`config.mk`:
```
export PLATFORM = sky130hd
export DESIGN_NAME = trigger_counter
export DESIGN_NICKNAME = d
export VERILOG_FILES = /design/src/rtl/trigger_counter.sv
export SDC_FILE = /design/constraint.sdc
export NUM_CORES = 1
export LEC_CHECK = 0
export BUFFER_PORTS_ARGS = -buffer_cell sky130_fd_sc_hd__buf_2
export CORE_ASPECT_RATIO = 1.25
export CORE_MARGIN = 5
export CORE_UTILIZATION = 50
export DETAILED_ROUTE_END_ITERATION = 10
export PLACE_DENSITY = 0.83
export SYNTH_ARGS = -nofsm -noshare
export SYNTH_HDL_FRONTEND = slang
export SYNTH_SLANG_ARGS = --single-unit
export TNS_END_PERCENT = 5
```
`constraint.sdc`:
```
create_clock -name clock -period 2.65 [get_ports clock]
set_input_delay 0.265 -clock clock [delete_from_list [all_inputs] [get_ports clock]]
set_output_delay 0.265 -clock clock [all_outputs]
set_load 0.03 [all_outputs]
```
`src/rtl/trigger_counter.sv`:
```
// trigger_counter: key synchroniser + one-shot trigger FSM merged with a
// modulo-N up/down counter that steps on clock cycles or on trigger events.
module trigger_counter #(
    parameter int WIDTH       = 5,
    parameter int PULSE_LEN   = 3,
    parameter int SYNC_STAGES = 2
) (
    input  logic             clock,
    input  logic             reset_n,
    input  logic             enable,
    input  logic             mode,
    input  logic             dir,
    input  logic             load,
    input  logic [WIDTH-1:0] load_value,
    input  logic [WIDTH-1:0] modulus,
    input  logic             key,
    output logic [WIDTH-1:0] count,
    output logic             tc,
    output logic             trig,
    output logic             busy
);

    // Pulse counter only needs to hold PULSE_LEN-1; keep at least one bit.
    localparam int PCW = (PULSE_LEN > 1) ? $clog2(PULSE_LEN) : 1;
    localparam logic [PCW-1:0] PULSE_LOAD = PCW'(PULSE_LEN - 1);

    typedef enum logic [1:0] {
        ST_IDLE  = 2'd0,
        ST_PULSE = 2'd1,
        ST_HOLD  = 2'd2
    } state_t;

    logic [SYNC_STAGES-1:0] sync_q;
    logic                   key_s;

    state_t                 state_q;
    logic [PCW-1:0]         pulse_cnt_q;
    logic                   trig_q;
    logic                   busy_q;

    logic [WIDTH-1:0]       count_q;
    logic [WIDTH-1:0]       count_d;
    logic                   tc_q;
    logic                   tc_d;

    logic [WIDTH-1:0]       top;
    logic                   start;
    logic                   step;

    // Shift the raw key through the synchroniser chain.
    always_ff @(posedge clock) begin
        if (!reset_n) begin
            sync_q <= '0;
        end else begin
            sync_q <= {sync_q[SYNC_STAGES-2:0], key};
        end
    end

    assign key_s = sync_q[SYNC_STAGES-1];

    // A press is recognised only from IDLE, so bounce in PULSE/HOLD is ignored.
    assign start = (state_q == ST_IDLE) && key_s;

    // Trigger FSM: one pulse of PULSE_LEN cycles per press, then wait for release.
    always_ff @(posedge clock) begin
        if (!reset_n) begin
            state_q     <= ST_IDLE;
            pulse_cnt_q <= '0;
            trig_q      <= 1'b0;
            busy_q      <= 1'b0;
        end else begin
            case (state_q)
                ST_IDLE: begin
                    if (key_s) begin
                        state_q     <= ST_PULSE;
                        pulse_cnt_q <= PULSE_LOAD;
                        trig_q      <= 1'b1;
                        busy_q      <= 1'b1;
                    end
                end
                ST_PULSE: begin
                    if (pulse_cnt_q == '0) begin
                        trig_q <= 1'b0;
                        if (key_s) begin
                            state_q <= ST_HOLD;
                        end else begin
                            state_q <= ST_IDLE;
                            busy_q  <= 1'b0;
                        end
                    end else begin
                        pulse_cnt_q <= pulse_cnt_q - PCW'(1);
                    end
                end
                ST_HOLD: begin
                    if (!key_s) begin
                        state_q <= ST_IDLE;
                        busy_q  <= 1'b0;
                    end
                end
                default: begin
                    state_q <= ST_IDLE;
                    trig_q  <= 1'b0;
                    busy_q  <= 1'b0;
                end
            endcase
        end
    end

    // modulus of zero selects the full 2^WIDTH range.
    assign top  = (modulus == '0) ? '1 : (modulus - WIDTH'(1));
    assign step = enable && (mode ? start : 1'b1);

    // Next count: load beats step; values above top are pulled back into range.
    always_comb begin
        count_d = count_q;
        tc_d    = 1'b0;
        if (load) begin
            count_d = (load_value > top) ? top : load_value;
        end else if (step) begin
            if (!dir) begin
                if (count_q >= top) begin
                    count_d = '0;
                    tc_d    = 1'b1;
                end else begin
                    count_d = count_q + WIDTH'(1);
                end
            end else begin
                if (count_q == '0) begin
                    count_d = top;
                    tc_d    = 1'b1;
                end else if (count_q > top) begin
                    count_d = top;
                end else begin
                    count_d = count_q - WIDTH'(1);
                end
            end
        end
    end

    // Register count and the single-cycle terminal-count strobe.
    always_ff @(posedge clock) begin
        if (!reset_n) begin
            count_q <= '0;
            tc_q    <= 1'b0;
        end else begin
            count_q <= count_d;
            tc_q    <= tc_d;
        end
    end

    assign count = count_q;
    assign tc    = tc_q;
    assign trig  = trig_q;
    assign busy  = busy_q;

endmodule
```
==> Flow_metrics.wiki <==
{| class="wikitable"
! Metric !! Value
|-
| Synthesized cell area || approximately 0.0014 mm^2
|-
| Required time worst endpoint || between 2000 and 3000 ps
|-
| Library cell occupying the most area in the post-synthesis netlist || dfxtp_1
|-
| Worst Path Max Fanout || 4
|-
| Antenna diode instance count || 0
|-
| Slew at the pin with the worst max-slew slack || 539 ps
|-
| Hold path endpoint || sync_q[0]
|-
| Mapped Avg Cell Area || around 8.5 um^2
|-
| Primary flip-flop cell chosen by synthesis mapping || dfxtp_1
|-
| Worst-case vdd ir drop || around 0.27 mV
|-
| Floorplan die area || between 0.003 and 0.004 mm^2
|-
| Area of the core region || ~0.0027 mm^2
|-
| Commonest non-fill, non-tap cell in the layout || buf_2
|-
| Wire length of the first global-routing pass || between 6000 and 7000 um
|-
| Clock-pin slew of the registers on the worst-case setup and hold paths || 70 ps
|-
| Fin cells || between 200 and 250
|-
| Status || finished, final reports clean
|-
| Count of input and output buffers || 24
|-
| Number of antenna violations at the first check in global routing || 0
|-
| Routed WL || approximately 3700 um
|-
| Synth Warn # || 0
|-
| Sink count of the clock tree || 14
|-
| Leakage Power || 0.734 nW
|-
| Mapped Nets || 196
|-
| Share of the synthesized area in the top cell type || roughly 20%
|-
| Nets || around 230
|-
| Count of antenna-violating nets left after detailed routing || 0
|-
| Highest-count cells in the layout ignoring fill and taps || buf_2, inv_1, ha_1
|-
| Clock buffers created by TritonCTS || 3
|-
| Proportion of synthesized chip area in sequential cells || 20.2%
|-
| Vias per cell || approximately 5.9
|-
| GRT Util Overall || about a fifth
|-
| Total of hold buffers inserted after clock tree synthesis || 0
|-
| Post-CTS setup buffer count || 0
|-
| Critical R2R Capture || count[0]
|-
| Vert. Die Dim || around 69 um
|-
| Crit share post-route || a little over nine tenths
|-
| Slowest cell on the critical path || a221oi_1
|-
| Critical setup path kind || input port to register
|-
| Worst reg-to-reg path cell count || 6
|-
| Crit Reg-Reg Startpoint || count[3]
|-
| Final hold violation count || 0
|-
| Detailed placer's ending HPWL || ~3000 um
|-
| Max_slew headroom || 63.6%
|-
| Min Clock Period, post-route || approximately 2500 ps
|-
| Share of post-route cells with drive strength above 1 || about a quarter
|-
| Max cap viols || 0
|-
| Setup Viol. Count Final || 0
|-
| Worst Hold Depth || 2
|-
| Kind of start point of the critical path || input port
|-
| DRC violations left || 0
|-
| Max Root-Sink Buffers || 2
|-
| Power per cell area || about 470 mW/mm^2
|-
| Die X || about 57 um
|-
| Drt pass-1 iters || 6
|-
| Delay contributed by the slowest stage of the critical path || ~400 ps
|-
| Setup Skew || just under 4 ps
|-
| Via count of the first global-routing pass || around 1.5k
|-
| Clock tree root driver cell || clkbuf_4
|-
| CTS-repair resized insts || 0
|-
| Cell count after placement || 225
|-
| CP Data Arrival Time || 2660 ps
|-
| CTS tree || done
|-
| Hold crit path type || input port to register
|-
| Most Frequent Cell on Critical Path || inv_1
|-
| Hold slack final || 194 ps
|-
| Area grow syn2layout || 17.9%
|-
| Distinct cell type count of the synthesized netlist || 50
|-
| Routed vias || 1354
|-
| FP Rows || 21
|-
| Top Family by Delay on Critical Path || compound AO/OA/AOI/OAI gates
|-
| Worst Hold Launch || key
|-
| Number of fill cells in the layout || around 250
|-
| Initial Util || about half
|-
| Final Wtd Congestion || 1.00
|-
| Setup repair after global routing missed its margin || true
|-
| Asr flop ratio synth || 0%
|-
| EDFF count, synth || 0
|-
| Maximum number of pins on one net before global-route repair || 12
|-
| DRC violation total after the first TritonRoute iteration || roughly 50
|-
| Cells after synthesis || between 150 and 200
|-
| H-tree levels || 1
|-
| Post-detailed-route wirelength per cell || about 16 um
|-
| Register-to-register path setup slack || 540 ps
|-
| Number of buffers and inverters on the critical path || 4
|-
| Number of register bits inferred by synthesis || 14
|-
| Maximum clock rate || 398 MHz
|-
| Series of cell instances along the critical path || buf_2, inv_1, ha_1, inv_1, a2bb2oi_1, o31ai_1, inv_1, ha_1, nand3_1, nor3_1, o32ai_2, a221oi_1, a221oi_1
|-
| Final Slew Violations || 0
|-
| Number of ports placed on the die boundary || 25
|-
| Global route total overflow || 0
|-
| Clk_lat worst skew || approximately 280 ps
|-
| Top cells by area in the synthesized netlist || dfxtp_1, ha_1, inv_1, a221oi_1, o211ai_1
|-
| Endpoint class of the critical path || register
|}
[final cells by class]
cell class	instances	area (um^2)	area share (%)
multi-input cells	120	1010	61.6
flip-flops and latches	14	280	17.2
repair buffers	34	195	12.0
inverters	23	86.3	5.29
well taps	34	42.5	2.61
clock buffers	3	22.5	1.38
[per-layer routing]
| metal | track usage, % | share of wire, % |
|---|---|---|
| met1 | 19.1 | 39 |
| met2 | 41.1 | 54 |
| met3 | 4.28 | 4.4 |
| met4 | 12.5 | 2.8 |
| met5 | 0 | 0 |
[stage by stage]
| stage | power [mW] | setup slack (ps) | utilization, % | cell area [um^2] | setup TNS [ps] |
|---|---|---|---|---|---|
| after floorplan | 0.525 | 54.7 | - | 1390 | 0 |
| after global placement | 0.617 | -30.6 | 59.6 | 1600 | -82.4 |
| after global routing | 0.823 | -43.9 | 60.9 | 1630 | -43.9 |
| after detailed placement | 0.637 | -198 | 59.6 | 1600 | -745 |
| final | 0.763 | 135 | 60.9 | 1630 | 0 |
| after CTS | 0.755 | 96.2 | 60.5 | 1620 | 0 |
[synth_stat cells, types with 3 or more instances]
| library cell | n |
|---|---|
| nand2b_1 | 4 |
| a21oi_1 | 3 |
| nand2_1 | 8 |
| inv_1 | 22 |
| ha_1 | 16 |
| nand3_1 | 4 |
| dfxtp_1 | 14 |
| a221oi_1 | 7 |
| clkbuf_1 | 3 |
| xnor2_1 | 5 |
| mux2i_1 | 5 |
| nor3_1 | 3 |
| o21ai_0 | 6 |
| nor2_1 | 11 |
| o211ai_1 | 7 |
| a31oi_1 | 3 |
[worst max-delay path by stage]
stage                     startpoint       end  slack, ps  depth (start not counted)
final                     modulus[0]  count[2]        130                         13
after global routing      modulus[0]  count[2]        -40                         12
after CTS                 modulus[0]  count[2]        100                         13
after detailed placement  modulus[0]  count[0]       -200                         13
after global placement    modulus[0]  count[3]        -30                         12
after floorplan           modulus[0]  count[3]         50                         12
[cell families (layout without fill, tap and decap cells)]
group	count (synthesis)	after routing	synth area share [%]
mux	6	6	4.43
compound gates	47	47	27.6
flops	14	14	20.2
fa+ha+maj	16	16	14.5
xor+xnor	9	9	7.86
simple gates	42	42	16.9
buf+inv	29	60	8.49
[sequential cells by signal, summed over array words and instances (netlist names)]
name and cells:
count 5, pulse_cnt_q 2, state_q 2, sync_q 2
busy 1, tc 1, trig 1
[where the power goes]
group          switching (mW)  internal (mW)
Combinational           0.222          0.165
Sequential             0.0261          0.231
Clock                  0.0659         0.0529
Total                   0.314          0.449
[worst register-to-register path: stages, from the launching register on]
cell      delay (ps)
dfxtp_1          550
ha_1             330
a31oi_1          230
o221ai_2         180
nor3_4           280
a221oi_1         150
a221oi_2         300
(Power assumes the default switching activity.)
